**src/rtl/piso_serializer.sv**
```systemverilog
// Parallel-in/serial-out serializer with valid/ready load handshake.
// Streams WIDTH-bit words one bit per clock, back-to-back without gaps.
module piso_serializer #(
    parameter int WIDTH     = 4,
    parameter bit MSB_FIRST = 1'b1
) (
    input  logic             clk,
    input  logic             rst,
    input  logic             load_valid,
    output logic             load_ready,
    input  logic [WIDTH-1:0] parallel_in,
    output logic             serial_out,
    output logic             serial_valid,
    output logic             last_bit
);

    localparam int CW = $clog2(WIDTH) + 1;
    localparam logic [CW-1:0] LAST = CW'(WIDTH - 1);

    typedef enum logic {
        IDLE,
        SHIFT
    } state_t;

    state_t           state_q, state_d;
    logic [WIDTH-1:0] sreg_q, sreg_d;
    logic [CW-1:0]    cnt_q, cnt_d;

    logic             at_last;
    logic             accept;
    logic [WIDTH-1:0] sreg_shifted;

    // Handshake qualifiers: a new word may land while the last bit is out.
    always_comb begin
        at_last    = (state_q == SHIFT) && (cnt_q == LAST);
        load_ready = (state_q == IDLE) || at_last;
        accept     = load_valid && load_ready;
    end

    // Move the next bit toward the output end, zero filling behind it.
    always_comb begin
        if (MSB_FIRST) begin
            sreg_shifted = sreg_q << 1;
        end else begin
            sreg_shifted = sreg_q >> 1;
        end
    end

    // Next-state logic for FSM, shift register and bit counter.
    always_comb begin
        state_d = state_q;
        sreg_d  = sreg_q;
        cnt_d   = cnt_q;
        unique case (state_q)
            IDLE: begin
                if (accept) begin
                    state_d = SHIFT;
                    sreg_d  = parallel_in;
                    cnt_d   = '0;
                end
            end
            SHIFT: begin
                if (!at_last) begin
                    sreg_d = sreg_shifted;
                    cnt_d  = cnt_q + 1'b1;
                end else if (accept) begin
                    sreg_d = parallel_in;
                    cnt_d  = '0;
                end else begin
                    state_d = IDLE;
                    sreg_d  = '0;
                    cnt_d   = '0;
                end
            end
            default: begin
                state_d = IDLE;
                sreg_d  = '0;
                cnt_d   = '0;
            end
        endcase
    end

    // State registers; reset discards any partially sent word.
    always_ff @(posedge clk or negedge rst) begin
        if (!rst) begin
            state_q <= IDLE;
            sreg_q  <= '0;
            cnt_q   <= '0;
        end else begin
            state_q <= state_d;
            sreg_q  <= sreg_d;
            cnt_q   <= cnt_d;
        end
    end

    // Serial outputs derive from state only, so they clear with reset.
    always_comb begin
        serial_valid = (state_q == SHIFT);
        last_bit     = at_last;
        serial_out   = 1'b0;
        if (state_q == SHIFT) begin
            serial_out = MSB_FIRST ? sreg_q[WIDTH-1] : sreg_q[0];
        end
    end

endmodule

```
**config.mk**
```make
export PLATFORM = sky130hd
export DESIGN_NAME = piso_serializer
export DESIGN_NICKNAME = d
export VERILOG_FILES = /design/src/rtl/piso_serializer.sv
export SDC_FILE = /design/constraint.sdc
export NUM_CORES = 1
export LEC_CHECK = 0
export ABC_AREA = 1
export BUFFER_PORTS_ARGS = -buffer_cell sky130_fd_sc_hd__buf_2
export CORE_AREA = 3 3 40 42
export CTS_CLUSTER_DIAMETER = 100
export DETAILED_ROUTE_END_ITERATION = 6
export DIE_AREA = 0 0 43 45
export GPL_TIMING_DRIVEN = 0
export RECOVER_POWER = 100
export REMOVE_ABC_BUFFERS = 1
export SYNTH_ARGS = -nofsm -noshare
export SYNTH_HDL_FRONTEND = slang
export SYNTH_SLANG_ARGS = --single-unit
```
**constraint.sdc**
```tcl
create_clock -name clk -period 2.1 [get_ports clk]
set_input_delay 0.21 -clock clk [delete_from_list [all_inputs] [get_ports clk]]
set_output_delay 0.21 -clock clk [all_outputs]
set_load 0.03 [all_outputs]
```
==> impl_metrics.json <==
{
  "cap_violations": 0,
  "fmax_mhz": 588,
  "post-route-period-util_pct": 81.0,
  "drtIter0Drc": 12,
  "fin_crit_ns": 1.70,
  "die_area_um2": 1940,
  "nFillCells": 150,
  "first_global_vias": 318,
  "min_path_type": "input pin to flip-flop",
  "worstSetupPathType": "flip-flop to output pin",
  "drt_pass1_iterations": 2,
  "tns_ns": 0,
  "synth-edff-count": 0,
  "hold_depth": 3,
  "cts_tree": "built",
  "groute.usage.overall_pct": 10.9,
  "place_area_um2": 490,
  "synth_mux_area_share_pct": 0,
  "wirelength_um": 835,
  "crit_chain": "clkinvlp_2 > nor2_1 > clkbuf_1",
  "clk_pin_slew_worst_paths_ns": 0.06,
  "grt_start_max_net_pins": 12,
  "grt_pass1_wl_um": 1410,
  "relSlewSlack_pct": 72.0,
  "num_io_pins": 11,
  "ff2ff_path_depth": 5,
  "yosys.area_share.simple_pct": 35.5,
  "core_um2": 1280,
  "tightest_slew_ns": 0.420,
  "utilization_pct": 38.3,
  "root_buffer": "clkbuf_4",
  "power.switching_mw": 0.305,
  "status": "finished, final reports clean",
  "vias_per_cell": 4.30,
  "io_buffers": 10,
  "grt_overflow": 0,
  "drv_slew": 0,
  "syn_inst": 54,
  "placed_cells": 78,
  "yosys.area.top_type": "dfrtp_1",
  "synth_compound_area_share_pct": 4.62,
  "final_cell_area_um2": 492,
  "syn_avg_cell_area_um2": 8.02,
  "switching_share_pct": 45.0,
  "worst_ep_arrival_time_ns": 1.49,
  "synthXorXnorAreaFrac_pct": 0,
  "synth_area_leaders": "dfrtp_1, nor2_1, nand2_1, nand3_1, nand2_8",
  "rsz0062_at_grt": "no",
  "fin_skew_ns": 0.00920,
  "p_leak_nw": 0.277,
  "cts.sinks": 8,
  "drc": 0,
  "die_w_um": 43,
  "cts.path.max_buffers": 2,
  "fin_cells": 82,
  "via_count": 353,
  "htree_num_levels": 1,
  "yosys.cell_count.top_type": "nor2_1",
  "slowest_delay_ns": 0.54,
  "yosys-top-cells-count": "nor2_1, nand2_1, dfrtp_1",
  "setup.worst_path.start_class": "flip-flop",
  "synth_top_area_share_pct": 46.2,
  "cts_inserted_buffers": 3,
  "clockPowerShare_pct": 17.5,
  "synth_area_um2": 433,
  "syn2layout_area_growth_pct": 13.6,
  "start_util_pct": 33.7,
  "cp_data_required_time_ns": 1.89,
  "antenna_cells": 0,
  "async_flop_share_pct": 100,
  "ys_types": 14,
  "worstPathMaxFanout": 11,
  "seqPwrFrac_pct": 37.9,
  "globalplace.congestion": 0.715,
  "finalSetupViolations": 0,
  "synth_fa_ha_area_share_pct": 2.89,
  "hpwl_um": 628,
  "pwr-share-comb_pct": 44.6,
  "antenna_found_initial": 0,
  "crit_path_end_kind": "output pin",
  "drive_gt1_share_pct": 17.9,
  "yosysSeqAreaShare_pct": 46.2,
  "wl_per_cell_um": 10.2,
  "p_per_area_nw_per_um2": 1380,
  "crit_path_top_delay_cell": "dfrtp_1",
  "intPower_mw": 0.373,
  "num-nets-final": 77,
  "synthFlopType": "dfrtp_1",
  "ys_seq_elements": 8,
  "rows": 13,
  "finalHoldViolCount": 0,
  "ctsResizeCount": 0,
  "clock_latency_ns": 0.26,
  "synth_warnings": 0,
  "irDropWorstVdd_mv": 0.446,
  "ant_nets": 0,
  "die_h_um": 45,
  "synth_top_family_by_area": "simple AND/OR/NAND/NOR gates"
}
[routing by layer]
metal,track usage [%],wire [µm]
met1,12.8,404
met2,14.4,359
met3,5.98,60
met4,9.04,11
met5,0,0
[worst paths after layout]
path                         startpoint            to  slack (ns)
setup / recovery           serial_valid      last_bit        0.40
hold / removal               load_valid  serial_valid        0.19
setup reg to reg           serial_valid     sreg_q[3]        0.72
hold reg to reg                cnt_q[1]      cnt_q[1]        0.48
max in group asynchronous           rst      cnt_q[1]        1.41
min in group asynchronous           rst  serial_valid        0.39
[through the flow]
stage               power (mW)  setup WS (ns)  hold WS, ns
floorplan                0.514          0.673      -0.0856
global placement         0.591          0.823       0.0652
detailed placement       0.600          0.832       0.0676
CTS                      0.727          0.554        0.194
global route             0.749          0.263        0.198
finish                   0.679          0.399        0.192
[cell usage in the layout (no fill, tap or decap)]
cell type and n:
nand2_1 13, buf_2 5, o21ai_1 1, nand3_2 1
clkinvlp_2 1, nor2_1 13, clkbuf_4 3, dlygate4sd3_1 1
nand3_1 5, clkbuf_1 5, ha_1 1, dfrtp_1 8
a21oi_1 3, inv_1 5, inv_2 2
[worst max-delay path: cells and delay by family, from the launching register on]
family	cells	cell delay, ns
buffers and inverters	2	0.56
DFF	1	0.54
and+or+nand+nor	1	0.14
[cell type report]
class                           count  area (µm²)  area share (%)
Sequential cell                     8         200            40.7
Timing Repair Buffer               11        53.8            10.9
Multi-Input combinational cell     37         165            33.6
Inverter                            8        31.3            6.36
Clock buffer                        3        22.5            4.58
Tap cell                           15        18.8            3.82
[flip-flops by register name (all words and copies together), names as in the netlist]
signal,cells
cnt_q,3
serial_valid,1
sreg_q,4
[cells by family after synthesis]
kind of cell / after synthesis
AND/OR/NAND/NOR: 32
buffers and inverters: 9
flip-flops: 8
AO/OA/AOI/OAI: 4
adder cells (fa/ha/maj): 1
[repair_timing]
action	in CTS	in global routing
buffers inserted	0	0
hold endpoints to repair	8	0
hold buffers	1	0
[power groups by stage]
stage / registers [mW] / logic [mW] / clock network (mW)
3_5_place_dp: 0.266 / 0.334 / 0
4_1_cts: 0.264 / 0.338 / 0.125
2_1_floorplan: 0.267 / 0.247 / 0
5_1_grt: 0.264 / 0.348 / 0.137
3_3_place_gp: 0.263 / 0.328 / 0
6_report: 0.257 / 0.302 / 0.119
(Power assumes the default switching activity.)
